## src/rtl/router_out_port_drain_pkg.sv

```systemverilog
// -----------------------------------------------------------------------------
// router_pkg
// Shared definitions for the router output-port drain logic: link and FIFO
// geometry, where the payload length lives in a header word, the drain FSM
// state encoding, and small helpers used by the drain and its arbiter.
// -----------------------------------------------------------------------------
package router_pkg;

    // Number of source FIFOs feeding one output port (power of two).
    localparam int NUM_IN = 8;
    // Packet word width.
    localparam int DATA_W = 32;
    // Width of a source index, log2(NUM_IN).
    localparam int SEL_W  = 3;

    // Payload length field inside a header word.
    localparam int LEN_MSB = 27;
    localparam int LEN_LSB = 24;
    localparam int LEN_W   = LEN_MSB - LEN_LSB + 1;

    // Drain FSM states.
    typedef enum logic [2:0] {
        IDLE  = 3'd0,
        POP   = 3'd1,
        CAPT  = 3'd2,
        SEND  = 3'd3,
        STALL = 3'd4
    } drain_state_t;

    // Payload length carried by a header word.
    function automatic logic [LEN_W-1:0] pkt_len(input logic [DATA_W-1:0] hdr);
        pkt_len = hdr[LEN_MSB:LEN_LSB];
    endfunction

    // Source index to a one-hot FIFO pop vector.
    function automatic logic [NUM_IN-1:0] sel_to_onehot(input logic [SEL_W-1:0] sel);
        sel_to_onehot      = '0;
        sel_to_onehot[sel] = 1'b1;
    endfunction

endpackage

```

## src/rtl/router_out_port_drain_if.sv

```systemverilog
// -----------------------------------------------------------------------------
// router_out_port_drain_if
// Bundles the FIFO read side and the output link of one router output port.
//
//   fifo_empty    per-FIFO empty flag                       (FIFOs -> drain)
//   fifo_rd_en    per-FIFO pop request, one-hot or zero     (drain -> FIFOs)
//   fifo_rd_data  all FIFO heads, slice i = [i*DATA_W +: DATA_W]
//   out_valid     out_data carries a word                   (drain -> link)
//   out_ready     link accepts the word this cycle          (link -> drain)
//   out_data      packet word
//   out_sop       word is a packet header
//   out_eop       word is the last word of its packet
//   out_src       source FIFO index of the current word
//
// Modports: master = the drain, slave = the FIFOs plus downstream link.
// -----------------------------------------------------------------------------
interface router_out_port_drain_if;
    import router_pkg::*;

    logic [NUM_IN-1:0]        fifo_empty;
    logic [NUM_IN-1:0]        fifo_rd_en;
    logic [NUM_IN*DATA_W-1:0] fifo_rd_data;
    logic                     out_valid;
    logic                     out_ready;
    logic [DATA_W-1:0]        out_data;
    logic                     out_sop;
    logic                     out_eop;
    logic [SEL_W-1:0]         out_src;

    modport master (
        input  fifo_empty,
        input  fifo_rd_data,
        input  out_ready,
        output fifo_rd_en,
        output out_valid,
        output out_data,
        output out_sop,
        output out_eop,
        output out_src
    );

    modport slave (
        output fifo_empty,
        output fifo_rd_data,
        output out_ready,
        input  fifo_rd_en,
        input  out_valid,
        input  out_data,
        input  out_sop,
        input  out_eop,
        input  out_src
    );

endinterface

```

## src/rtl/router_out_port_drain_rr_pick.sv

```systemverilog
// -----------------------------------------------------------------------------
// rr_pick
// Combinational round-robin priority select. Scans req starting at rr_ptr and
// wrapping modulo N, and reports the first requesting index.
//
//   req      request vector, one bit per source
//   rr_ptr   index with the highest priority this cycle
//   grant    first requesting index at or after rr_ptr
//   any_req  at least one request bit is set (grant is meaningless otherwise)
// -----------------------------------------------------------------------------
module rr_pick
    import router_pkg::*;
#(
    parameter int N = NUM_IN,
    parameter int W = SEL_W
) (
    input  logic [N-1:0] req,
    input  logic [W-1:0] rr_ptr,
    output logic [W-1:0] grant,
    output logic         any_req
);

    logic [W-1:0] idx;

    // Walk the offsets from farthest to nearest so the nearest requester is
    // the last one written and wins. Index arithmetic wraps because N is a
    // power of two.
    always_comb begin
        grant   = '0;
        any_req = 1'b0;
        idx     = '0;
        for (int i = N - 1; i >= 0; i--) begin
            idx = rr_ptr + W'(i);
            if (req[idx]) begin
                grant   = idx;
                any_req = 1'b1;
            end
        end
    end

endmodule

```

## src/rtl/router_out_port_drain.sv

```systemverilog
// -----------------------------------------------------------------------------
// router_out_port_drain
// Read side of one router output port. Picks a non-empty source FIFO
// round-robin, pops one whole packet from it word by word and presents each
// word on a valid/ready link. The grant is held for the whole packet, so
// packets from different sources never interleave; if the granted FIFO runs
// dry mid-packet the drain waits on it rather than serving anyone else.
//
//   clock    rising-edge clock
//   reset_n  asynchronous, active-low reset
//   bus      router_out_port_drain_if.master: FIFO flags/data/pops and the
//            output link (valid, ready, data, sop, eop, src)
//
// Packet format: header bits [27:24] hold the payload length L (0..15); the
// packet is the header followed by L words. Each word takes POP, CAPT and at
// least one SEND cycle.
// -----------------------------------------------------------------------------
module router_out_port_drain
    import router_pkg::*;
(
    input  logic clock,
    input  logic reset_n,
    router_out_port_drain_if.master bus
);

    drain_state_t      state_q,     state_d;
    logic [SEL_W-1:0]  rr_ptr_q,    rr_ptr_d;
    logic [SEL_W-1:0]  grant_q,     grant_d;
    logic [LEN_W-1:0]  remaining_q, remaining_d;
    logic              first_q,     first_d;
    logic [NUM_IN-1:0] fifo_rd_en_q, fifo_rd_en_d;
    logic              out_valid_q, out_valid_d;
    logic [DATA_W-1:0] out_data_q,  out_data_d;
    logic              out_sop_q,   out_sop_d;
    logic              out_eop_q,   out_eop_d;
    logic [SEL_W-1:0]  out_src_q,   out_src_d;

    logic [NUM_IN-1:0] fifo_req;
    logic [SEL_W-1:0]  pick_grant;
    logic              pick_any;
    logic [DATA_W-1:0] rd_words [NUM_IN];
    logic [DATA_W-1:0] cur_word;
    logic [LEN_W-1:0]  cur_len;

    assign fifo_req = ~bus.fifo_empty;

    rr_pick #(
        .N (NUM_IN),
        .W (SEL_W)
    ) u_rr_pick (
        .req     (fifo_req),
        .rr_ptr  (rr_ptr_q),
        .grant   (pick_grant),
        .any_req (pick_any)
    );

    // Split the flat FIFO data bus into per-source words.
    always_comb begin
        for (int i = 0; i < NUM_IN; i++) begin
            rd_words[i] = bus.fifo_rd_data[i*DATA_W +: DATA_W];
        end
    end

    assign cur_word = rd_words[grant_q];
    assign cur_len  = pkt_len(cur_word);

    // Next-state logic. The pop strobe is computed on the transition into POP
    // so that it is a registered output that is high for exactly the POP cycle.
    always_comb begin
        state_d      = state_q;
        rr_ptr_d     = rr_ptr_q;
        grant_d      = grant_q;
        remaining_d  = remaining_q;
        first_d      = first_q;
        fifo_rd_en_d = '0;
        out_valid_d  = out_valid_q;
        out_data_d   = out_data_q;
        out_sop_d    = out_sop_q;
        out_eop_d    = out_eop_q;
        out_src_d    = out_src_q;

        case (state_q)
            IDLE: begin
                if (pick_any) begin
                    grant_d      = pick_grant;
                    first_d      = 1'b1;
                    fifo_rd_en_d = sel_to_onehot(pick_grant);
                    state_d      = POP;
                end
            end

            POP: begin
                state_d = CAPT;
            end

            CAPT: begin
                out_data_d  = cur_word;
                out_valid_d = 1'b1;
                out_src_d   = grant_q;
                if (first_q) begin
                    out_sop_d   = 1'b1;
                    out_eop_d   = (cur_len == '0);
                    remaining_d = cur_len;
                    first_d     = 1'b0;
                end else begin
                    out_sop_d = 1'b0;
                    out_eop_d = (remaining_q == LEN_W'(1));
                end
                state_d = SEND;
            end

            SEND: begin
                if (out_valid_q && bus.out_ready) begin
                    out_valid_d = 1'b0;
                    // Headers are not payload; the guard also keeps the
                    // counter from wrapping below zero.
                    if (!out_sop_q && (remaining_q != '0)) begin
                        remaining_d = remaining_q - LEN_W'(1);
                    end
                    if (out_eop_q) begin
                        rr_ptr_d = grant_q + SEL_W'(1);
                        state_d  = IDLE;
                    end else if (!bus.fifo_empty[grant_q]) begin
                        fifo_rd_en_d = sel_to_onehot(grant_q);
                        state_d      = POP;
                    end else begin
                        state_d = STALL;
                    end
                end
            end

            STALL: begin
                // Mid-packet underflow: only the granted FIFO may resume.
                if (!bus.fifo_empty[grant_q]) begin
                    fifo_rd_en_d = sel_to_onehot(grant_q);
                    state_d      = POP;
                end
            end

            default: begin
                state_d = IDLE;
            end
        endcase
    end

    // State and output registers; reset abandons any packet in flight.
    always_ff @(posedge clock or negedge reset_n) begin
        if (!reset_n) begin
            state_q      <= IDLE;
            rr_ptr_q     <= '0;
            grant_q      <= '0;
            remaining_q  <= '0;
            first_q      <= 1'b0;
            fifo_rd_en_q <= '0;
            out_valid_q  <= 1'b0;
            out_data_q   <= '0;
            out_sop_q    <= 1'b0;
            out_eop_q    <= 1'b0;
            out_src_q    <= '0;
        end else begin
            state_q      <= state_d;
            rr_ptr_q     <= rr_ptr_d;
            grant_q      <= grant_d;
            remaining_q  <= remaining_d;
            first_q      <= first_d;
            fifo_rd_en_q <= fifo_rd_en_d;
            out_valid_q  <= out_valid_d;
            out_data_q   <= out_data_d;
            out_sop_q    <= out_sop_d;
            out_eop_q    <= out_eop_d;
            out_src_q    <= out_src_d;
        end
    end

    assign bus.fifo_rd_en = fifo_rd_en_q;
    assign bus.out_valid  = out_valid_q;
    assign bus.out_data   = out_data_q;
    assign bus.out_sop    = out_sop_q;
    assign bus.out_eop    = out_eop_q;
    assign bus.out_src    = out_src_q;

endmodule

```

## src/flat_wrapper.sv

```systemverilog
// flat-port wrapper written by rule: the top's interface ports become plain ports
module router_out_port_drain_flat import router_pkg::*;
  (clock, reset_n, bus_fifo_empty, bus_fifo_rd_data, bus_out_ready, bus_fifo_rd_en, bus_out_valid, bus_out_data, bus_out_sop, bus_out_eop, bus_out_src);
  router_out_port_drain_if bus_i ();
  input  logic clock;
  input  logic reset_n;
  input wire logic [$bits(bus_i.fifo_empty)-1:0] bus_fifo_empty;
  input wire logic [$bits(bus_i.fifo_rd_data)-1:0] bus_fifo_rd_data;
  input wire logic [$bits(bus_i.out_ready)-1:0] bus_out_ready;
  output wire logic [$bits(bus_i.fifo_rd_en)-1:0] bus_fifo_rd_en;
  output wire logic [$bits(bus_i.out_valid)-1:0] bus_out_valid;
  output wire logic [$bits(bus_i.out_data)-1:0] bus_out_data;
  output wire logic [$bits(bus_i.out_sop)-1:0] bus_out_sop;
  output wire logic [$bits(bus_i.out_eop)-1:0] bus_out_eop;
  output wire logic [$bits(bus_i.out_src)-1:0] bus_out_src;
  assign bus_i.fifo_empty = bus_fifo_empty;
  assign bus_i.fifo_rd_data = bus_fifo_rd_data;
  assign bus_i.out_ready = bus_out_ready;
  assign bus_fifo_rd_en = bus_i.fifo_rd_en;
  assign bus_out_valid = bus_i.out_valid;
  assign bus_out_data = bus_i.out_data;
  assign bus_out_sop = bus_i.out_sop;
  assign bus_out_eop = bus_i.out_eop;
  assign bus_out_src = bus_i.out_src;
  router_out_port_drain u_core (.clock(clock), .reset_n(reset_n), .bus(bus_i));
endmodule
```

## config.mk

```make
export PLATFORM = sky130hd
export DESIGN_NAME = router_out_port_drain_flat
export DESIGN_NICKNAME = d
export VERILOG_FILES = /design/src/rtl/router_out_port_drain_pkg.sv /design/src/rtl/router_out_port_drain_if.sv /design/src/rtl/router_out_port_drain_rr_pick.sv /design/src/rtl/router_out_port_drain.sv /design/src/flat_wrapper.sv
export SDC_FILE = /design/constraint.sdc
export NUM_CORES = 1
export LEC_CHECK = 0
export BUFFER_PORTS_ARGS = -buffer_cell sky130_fd_sc_hd__buf_2
export CAP_MARGIN = 10
export CORE_AREA = 2 2 121 123
export CTS_CLUSTER_DIAMETER = 120
export CTS_CLUSTER_SIZE = 14
export DETAILED_ROUTE_END_ITERATION = 10
export DIE_AREA = 0 0 123 125
export PLACE_DENSITY = 0.74
export SYNTH_ARGS = -nofsm -noshare
export SYNTH_HDL_FRONTEND = slang
export SYNTH_SLANG_ARGS = --single-unit
export TNS_END_PERCENT = 10
```

## constraint.sdc

```tcl
create_clock -name clock -period 3.4 [get_ports clock]
set_input_delay 1.02 -clock clock [delete_from_list [all_inputs] [get_ports clock]]
set_output_delay 1.02 -clock clock [all_outputs]
set_load 0.1 [all_outputs]
```

==> reports/metrics.csv <==
metric;value;unit
cell count after synthesis;585;
Layout fillers;1385;
CTS tree;done;
CP max stage delay;0.47;ns
Tot GR Track Use;29.4;%
Buf+Inv Stages, Crit Path;1;
IO Pins;313;
commonest non-fill, non-tap cell in the layout;buf_2;
Worst Path Class, Setup;reg2reg;
Setup Skew;0.00686;ns
final setup fails;0;
CTS root buf;clkbuf_16;
Clock transition at path regs;0.05;ns
DP Wirelength;18.1;mm
Synth warnings;0;
Startpoint Class;flip-flop;
Hold Buf Count CTS;0;
Area Overhead vs Synth;41.0;%
Synth top area share;28.3;%
Final period util;90.3;%
Crit. End Element;flip-flop;
Die Span Y;125;um
post-CTS setup buffer count;0;
mapped cell area;5310;um^2
top cells by area, synth;dfrtp_1 (28%), mux4_2 (11%), mux2i_1 (7.9%), mux2_2 (6.4%), nand2_1 (5.2%);
crit path time final;3.07;ns
Worst Max-Slew Pin Slew;1.12;ns
Layout Cells excl Fill;1090;
Syn Area/Cell;9.08;um^2
die width;123;um
latest clock arrival within the worst-skew pair;0.33;ns
largest net degree at the start of global routing;41;
area of the core;14200;um^2
Yosys cell types;56;
max-slew violations;0;
crit-path cells;inv_1 -> ha_1 -> xnor2_1 -> mux2i_1 -> mux2_2 -> or4b_1 -> o311a_1 -> or3b_4 -> o22ai_2;
per-cell routed wire length;20.7;um
post-route ant nets;0;
htree depth;3;
max-cap violation count;0;
Vias;6213;
CTS buffer count;9;
final hold violations;0;
power per cell area;1140;nW/um^2
Post-layout nets;1169;
Critical Path AT;3.32;ns
PortBufs;312;
total power;8.57;mW
Post-Syn Nets;857;
die area;15400;um^2
cell accounting for the most synthesized area;dfrtp_1;
relative slew slack;25.3;%
Pre-Repair DR Iteration Count;5;
sequential area share after synthesis;28.3;%
Routed WL;22.5;mm
crit path max fanout;6;
RSZ-0062 raised after global routing;no;
Hold Path Class;reg2reg;
VDD IR-drop max;0.000524;V
max frequency;0.326;GHz
worst endpoint required time;3.65;ns
Top FF cell, synth;dfrtp_1;
initial antenna violation count;3;
clock buffer depth;2;
vias in the first global route;6173;
cell family with most CP delay;simple AND/OR/NAND/NOR gates;
# rows;44;
Starting Density;37.4;%
first-pass GRT wire length;34.3;mm
GPL Wtd Cong;0.946;
commonest non-fill, non-tap cells in the layout;buf_2 (312), nand2_1 (73), dfrtp_1 (57), nor2_1 (48), mux2i_1 (42);
Via-to-Cell Ratio;5.70;
placed insts;1070;
share of cells above drive strength 1;47.3;%
status;completed;
residual DRC count;0;
cts repair resizes;0;
1st-iter DRT viols;476;
post-route cell area;7490;um^2
clk sinks;60;
TNS Setup;0;ns
static leakage;3.62;nW
CP max-delay cell;dfrtp_1;
gr ovfl total;0;
Seq cells post-synth;60;
Post-synth EDFFs;0;
Placed Area;7200;um^2
async set-reset flop share out of synthesis;100;%
==> per-layer routing <==
metal / wire length (um) / GRT usage, %
met5: 0 / 0
met2: 11700 / 51.1
met3: 1440 / 5.06
met4: 683 / 9.89
met1: 8750 / 36.6
==> power by group <==
part	total, mW	internal [mW]	switching [mW]
registers	1.38	1.06	0.320
logic	6.35	2.05	4.30
clock network	0.838	0.531	0.308
==> flip-flops by register name, indices dropped and copies added, names as in the netlist <==
register	count
u_core.bus.fifo_rd_en	8
u_core.bus.out_data	32
u_core.bus.out_eop	1
u_core.bus.out_sop	1
u_core.bus.out_src	3
u_core.bus.out_valid	1
u_core.first_q	1
u_core.grant_q	3
u_core.remaining_q	4
u_core.rr_ptr_q	3
u_core.state_q	3
==> through the flow <==
stage	hold slack [ns]	setup WS, ns	utilization (%)
global route	0.508	0.186	52.7
floorplan	0.479	0.0893	-
CTS	0.476	0.334	52.6
finish	0.473	0.329	52.7
detailed placement	0.465	0.00838	50.7
global placement	0.459	0.0401	50.7
==> tightest hold or removal path: cells and delay by family (launching register included) <==
family | cells | cell delay, ns
AO/OA/AOI/OAI | 1 | 0.06
flip-flops | 1 | 0.33
AND/OR/NAND/NOR | 1 | 0.04
==> synth_stat cells, drive strengths merged, types with 5 or more instances <==
master,n
nand2,73
dfrtp,60
nor2,48
mux2i,42
o21ai,40
clkbuf,36
a21oi,30
mux2,30
mux4,30
a221oi,28
a31oi,17
a22oi,14
buf,14
inv,11
nand3,10
nor2b,9
o221ai,7
o22ai,7
a22o,6
nor3,6
o211ai,6
and2,5
ha,5
o21a,5
==> path summary, 6_finish.rpt <==
| kind | startpoint | slack, ns | cells past startpoint | endpoint |
|---|---|---|---|---|
| max | u_core.rr_ptr_q[0]$_DFFE_PN0P_ | 0.33 | 9 | u_core.bus.fifo_rd_en[2]$_DFF_PN0_ |
| min | u_core.bus.out_data[1]$_DFFE_PN0P_ | 0.47 | 2 | u_core.bus.out_data[1]$_DFFE_PN0P_ |
| max reg2reg | u_core.rr_ptr_q[0]$_DFFE_PN0P_ | 0.33 | 9 | u_core.bus.fifo_rd_en[2]$_DFF_PN0_ |
| min reg2reg | u_core.bus.out_data[1]$_DFFE_PN0P_ | 0.47 | 2 | u_core.bus.out_data[1]$_DFFE_PN0P_ |
| max in group asynchronous | reset_n | 1.85 | 2 | u_core.bus.out_data[23]$_DFFE_PN0P_ |
| min in group asynchronous | reset_n | 0.82 | 1 | u_core.grant_q[1]$_DFFE_PN0P_ |
==> cell families after synthesis <==
| family | share of synthesized area [%] |
|---|---|
| compound gates | 23.9 |
| fa+ha+maj | 1.18 |
| mux | 27.4 |
| flops | 28.3 |
| simple gates | 14.0 |
| xor+xnor | 0.495 |
| buf+inv | 4.78 |
==> cell type report <==
class / count / area, um^2 / area share [%]
tap: 184 / 230 / 3.07
timing repair buffer: 351 / 1850 / 24.8
clock buffer: 14 / 264 / 3.53
sequential: 60 / 1510 / 20.2
multi-input combinational: 462 / 3560 / 47.5
clock inverter: 2 / 10.0 / 0.134
antenna: 4 / 10.0 / 0.134
inverter: 13 / 48.8 / 0.652
(Power assumes the default switching activity.)
